$ cat src/rtl/add_sched_pkg.sv
// add_sched_pkg: shared FSM state encodings and default adder geometry for add_sched
package add_sched_pkg;
    localparam int CHUNK_DEF = 7;
    localparam int NCHUNK_DEF = 4;
    typedef enum logic [1:0] {
        IDLE = 2'd0,
        RUN  = 2'd1,
        DONE = 2'd2
    } state_t;
endpackage

$ cat src/rtl/add_sched_chunk_adder.sv
// chunk_adder: combinational W-bit ripple-carry adder of gate-level full adders; ports a, b, cin in, sum, cout out
module chunk_adder #(
    parameter int W = 7
) (
    input  logic [W-1:0] a,
    input  logic [W-1:0] b,
    input  logic         cin,
    output logic [W-1:0] sum,
    output logic         cout
);
    logic [W:0] c;
    logic [W-1:0] p, gen, t;
    assign c[0] = cin;
    for (genvar i = 0; i < W; i++) begin : fa
        xor (p[i], a[i], b[i]);
        xor (sum[i], p[i], c[i]);
        and (gen[i], a[i], b[i]);
        and (t[i], p[i], c[i]);
        or  (c[i+1], gen[i], t[i]);
    end
    assign cout = c[W];
endmodule

$ cat src/rtl/add_sched.sv
// add_sched: two requesters share one CHUNK-bit adder, NCHUNK chunk adds per op; ports clk, rst, reqN_{valid,ready,a,b,cin}, rsp_{valid,ready,sum,cout,id}
module add_sched
    import add_sched_pkg::*;
#(
    parameter int CHUNK = CHUNK_DEF,
    parameter int NCHUNK = NCHUNK_DEF,
    localparam int W = CHUNK * NCHUNK,
    localparam int CW = NCHUNK > 1 ? $clog2(NCHUNK) : 1
) (
    input  logic         clk,
    input  logic         rst,
    input  logic         req0_valid,
    output logic         req0_ready,
    input  logic [W-1:0] req0_a,
    input  logic [W-1:0] req0_b,
    input  logic         req0_cin,
    input  logic         req1_valid,
    output logic         req1_ready,
    input  logic [W-1:0] req1_a,
    input  logic [W-1:0] req1_b,
    input  logic         req1_cin,
    output logic         rsp_valid,
    input  logic         rsp_ready,
    output logic [W-1:0] rsp_sum,
    output logic         rsp_cout,
    output logic         rsp_id
);
    state_t state, next;
    logic [W-1:0] a, b;
    logic [CW-1:0] cnt;
    logic carry, last, go, grant_id, last_chunk, co;
    logic [CHUNK-1:0] ca, cb, s;
    always_comb begin
        go = state == IDLE && (req0_valid || req1_valid) && !rst;
        // on a tie the requester not served last wins; otherwise whoever is valid
        grant_id = req0_valid && req1_valid ? !last : req1_valid;
        req0_ready = go && !grant_id;
        req1_ready = go && grant_id;
        last_chunk = cnt == CW'(NCHUNK - 1);
        ca = a[cnt*CHUNK +: CHUNK];
        cb = b[cnt*CHUNK +: CHUNK];
        next = state == IDLE ? (go ? RUN : IDLE) :
               state == RUN  ? (last_chunk ? DONE : RUN) :
                               (rsp_ready ? IDLE : DONE);
        rsp_valid = state == DONE;
    end
    chunk_adder #(.W(CHUNK)) adder (.a(ca), .b(cb), .cin(carry), .sum(s), .cout(co));
    always_ff @(posedge clk) begin
        if (rst) begin
            state <= IDLE;
            a <= '0;
            b <= '0;
            cnt <= '0;
            carry <= 1'b0;
            last <= 1'b1;
            rsp_sum <= '0;
            rsp_cout <= 1'b0;
            rsp_id <= 1'b0;
        end else begin
            state <= next;
            if (go) begin
                a <= grant_id ? req1_a : req0_a;
                b <= grant_id ? req1_b : req0_b;
                carry <= grant_id ? req1_cin : req0_cin;
                rsp_id <= grant_id;
                cnt <= '0;
            end
            if (state == RUN) begin
                rsp_sum[cnt*CHUNK +: CHUNK] <= s;
                carry <= co;
                cnt <= cnt + 1'b1;
                if (last_chunk) rsp_cout <= co;
            end
            if (state == DONE && rsp_ready) last <= rsp_id;
        end
    end
endmodule
$ cat config.mk
export PLATFORM = sky130hd
export DESIGN_NAME = add_sched
export DESIGN_NICKNAME = d
export VERILOG_FILES = /design/src/rtl/add_sched_pkg.sv /design/src/rtl/add_sched_chunk_adder.sv /design/src/rtl/add_sched.sv
export SDC_FILE = /design/constraint.sdc
export NUM_CORES = 1
export LEC_CHECK = 0
export CORE_MARGIN = 8
export CORE_UTILIZATION = 26
export DETAILED_ROUTE_END_ITERATION = 10
export GPL_TIMING_DRIVEN = 0
export PLACE_DENSITY = 0.49
export RECOVER_POWER = 100
export SLEW_MARGIN = 5
export SYNTH_ARGS = -nofsm -noshare
export SYNTH_HDL_FRONTEND = slang
export SYNTH_SLANG_ARGS = --single-unit
$ cat constraint.sdc
create_clock -name clk -period 5.65 [get_ports clk]
set_clock_uncertainty 0.05 [all_clocks]
set_input_delay 1.4125 -clock clk [delete_from_list [all_inputs] [get_ports clk]]
set_output_delay 1.4125 -clock clk [all_outputs]
set_load 0.005 [all_outputs]
==> summary.md <==
| Metric | Value |
|---|---|
| DR WL/cell | `approximately 20 um` |
| I/O Pins | `between 150 and 200` |
| Post-CTS Resized | `0` |
| Initial Util | `0.264` |
| R2r worst-path depth | `13` |
| Synth unique cells | `39` |
| Setup TNS | `0 ps` |
| Slew Limit Fails | `0` |
| Outcome | `completed` |
| Clock power frac | `0.345` |
| DIE AREA | `about 24,000 sq um` |
| Core area | `between 15,000 and 20,000 sq um` |
| Final Cell Area | `~7200 sq um` |
| Vias in the first global route | `around 5,300` |
| Post-placement cell area | `roughly 7000 sq um` |
| DPL Wire Length | `around 15 mm` |
| Die Ht | `156 um` |
| CTS Hold Bufs | `0` |
| Warnings from Yosys | `0` |
| Post-synth EDFFs | `0` |
| Postcts setup bufs | `0` |
| CTS tree | `yes` |
| Fillers | `between 2,000 and 2,500` |
| Crit path time final | `about 5200 ps` |
| Commonest cells in the netlist | `dfxtp_1, a21oi_1, nor2b_1, o2bb2ai_1, clkbuf_1` |
| Startpoint types | `primary input` |
| Root Buffer | `clkbuf_16` |
| Final setup fails | `0` |
| Post-synthesis simple-gate area fraction | `0.156` |
| Multi-input logic area | `around 2800 sq um` |
| Crit path required time | `4190 ps` |
| Slowest CP cell | `dlygate4sd3_1` |
| Top-count cell post-synth | `dfxtp_1` |
| Max IR drop VDD | `around 0.16 mV` |
| Post-synthesis adder-cell area fraction | `0.0420` |
| Htree depth | `3` |
| CTS max path bufs | `2` |
| Initial DRC count | `around 230` |
| Worst hold path depth | `2` |
| Pin count of the biggest net entering global routing | `16` |
| Remaining antenna violation count | `0` |
| Share of layout cells above drive strength 1 | `0.0719` |
| Critical setup path kind | `primary input to output port` |
| Gr usage total | `0.160` |
| Nets | `roughly 840` |
| CTS buffer count | `9` |
| DRT Pass-1 Iters | `5` |
| Post-synthesis mux area share | `0.0636` |
| Mean post-synth cell area | `about 9.4 sq um` |
| Cell taking the most area after synthesis | `dfxtp_1` |
| Max Fclk | `between 150 and 200 MHz` |
| Fin crit share | `0.923` |
| Synth Area in Compound Gates | `0.305` |
| Worst hold path class | `flop to flop` |
| Yosys top cell area share | `0.360` |
| Combinational power share | `0.259` |
| Die width | `around 160 um` |
| Area contributors post-synth | `dfxtp_1, o2bb2ai_1, nor2b_1` |
| Residual DRC count | `0` |
| Reg2reg start | `cnt[1]$_SDFFE_PP0P_` |
| Internal power | `1.34 mW` |
| CTS sink count | `between 90 and 100` |
| Flop pwr share | `0.396` |
| DR vias | `between 4,000 and 5,000` |
| Register Area | `roughly 1800 sq um` |
| Area Growth Syn to Fin | `39.8%` |
| Initial antenna violation count | `0` |
| Unrepaired setup endpoints after global routing | `false` |
| Main synth FF type | `dfxtp_1` |
| P_sw | `approximately 0.56 mW` |
| Synthesized Nets | `between 600 and 700` |
| Remaining global-route overflow | `0` |
| Seq/Total Area, Yosys | `0.360` |
| Cell-by-cell trace of the critical path | `dlygate4sd3_1 -> a21bo_1 -> buf_4 -> nor3_2 -> clkbuf_1 -> clkdlybuf4s50_1` |
| Crit path launch | `req0_valid` |
| Critical Path AT | `between 3000 and 4000 ps` |
| Post-Syn Area | `between 5000 and 6000 sq um` |
| Post-Synth XOR/XNOR Area | `0` |
| Worst R2R End | `rsp_sum[27]$_SDFFE_PP0P_` |
| Max-Cap Viols | `0` |
| Row cnt | `slightly above 50` |
| R2r setup slk | `slightly above 700 ps` |
| Hold Path End | `rsp_sum[18]$_SDFFE_PP0P_` |
| Total routed wirelength | `slightly below 20 mm` |
| Worst-Skew Late Latency | `between 300 and 400 ps` |
| Async SR Flop Fraction | `0` |
| ANT cells | `0` |
| Max incr delay on CP | `about 650 ps` |
| Hold Startpoint | `rsp_sum[18]$_SDFFE_PP0P_` |
| Main combinational cell family by area after synthesis | `compound AO/OA/AOI/OAI gates` |
| Gate Count Post-Synth | `~540` |
| CP endpoint kind | `output port` |
| Reg clk slew, reported paths | `roughly 60 ps` |
| Power Dens Cells | `266 nW/um^2` |
| Rel. slew slack | `0.531` |
| IO Port Bufs | `150` |
| Pleak | `roughly 2.4 nW` |
| Routability cong. | `~0.83` |
| Switching Share | `0.295` |
| Crit Path Max Fanout | `10` |
| Worst-margin pin slew | `703 ps` |
| Routed vias/inst | `around 5` |
| Seq cells post-synth | `92` |
| First-pass GRT wire length | `29.9 mm` |
| Final hold vios | `0` |
==> metrics by stage <==
step / setup WS [ps] / util / power, mW / hold WS (ps) / cells
final: 437 / 0.369 / 1.91 / 399 / 974
after global routing: 284 / 0.369 / 2.00 / 413 / 974
after CTS: 683 / 0.375 / 1.95 / 406 / 974
after detailed placement: 706 / 0.358 / 1.28 / 397 / 958
after global placement: 707 / 0.358 / 1.28 / 393 / 958
after floorplan: 1590 / - / 1.04 / 398 / 543
==> layer usage <==
metal  GRT usage  vias to the layer above  routed length, um
met5           0                        -                  0
met4      0.0476                        0                316
met3      0.0403                       19               1200
met2       0.269                      164               9580
met1       0.197                     2380               8360
li1            -                     2384                  -
==> worst max-delay path by stage <==
stage | endpoint | slack [ps] | cells past startpoint
finish | req1_ready | 440 | 6
global route | req1_ready | 280 | 6
CTS | req1_ready | 680 | 6
detailed placement | req1_ready | 710 | 6
global placement | req1_ready | 710 | 6
floorplan | rsp_sum[27]$_SDFFE_PP0P_ | 1590 | 13
==> logic make-up after synthesis <==
| group | Yosys count |
|---|---|
| compound gates | 199 |
| simple gates | 141 |
| flops | 92 |
| buf+inv | 83 |
| mux | 15 |
| fa+ha+maj | 13 |
==> power by group through the flow <==
stage          Combinational [mW]  Sequential (mW)  Clock (mW)
2_1_floorplan               0.286            0.749           0
3_3_place_gp                0.505            0.770           0
3_5_place_dp                0.511            0.770           0
4_1_cts                     0.513            0.756       0.676
5_1_grt                     0.539            0.762       0.699
6_report                    0.494            0.755       0.658
==> critical path: cells and delay by family <==
kind                   cells  cell delay, ps
AND/OR/NAND/NOR            1             130
buffers and inverters      4            1910
AO/OA/AOI/OAI              1             280
==> cells in the final DEF (no fill, tap or decap), drive strengths merged, types with 17 or more instances in the layout <==
master         instances
a2111oi               46
clkbuf                55
nor2b                 52
nor2                  19
a32oi                 17
o2bb2ai               46
buf                   18
clkdlybuf4s50        118
dlygate4sd3           32
dfxtp                 92
inv                   20
a21oi                 63
==> final cells by class <==
cell class / instances / share of cell area
multi-input cells: 368 / 0.389
flip-flops and latches: 92 / 0.257
repair buffers: 150 / 0.210
well taps: 265 / 0.0463
plain buffers: 63 / 0.0411
clock buffers: 10 / 0.0334
clock inverters: 6 / 0.0122
inverters: 20 / 0.0105
==> flip-flops by register name, indices dropped and copies added (netlist names) <==
| register | flops |
|---|---|
| state | 2 |
| rsp_cout | 1 |
| rsp_sum | 28 |
| rsp_id | 1 |
| last | 1 |
| carry | 1 |
| b | 28 |
| a | 28 |
| cnt | 2 |
Note: power is estimated with default switching activity, not from simulation.
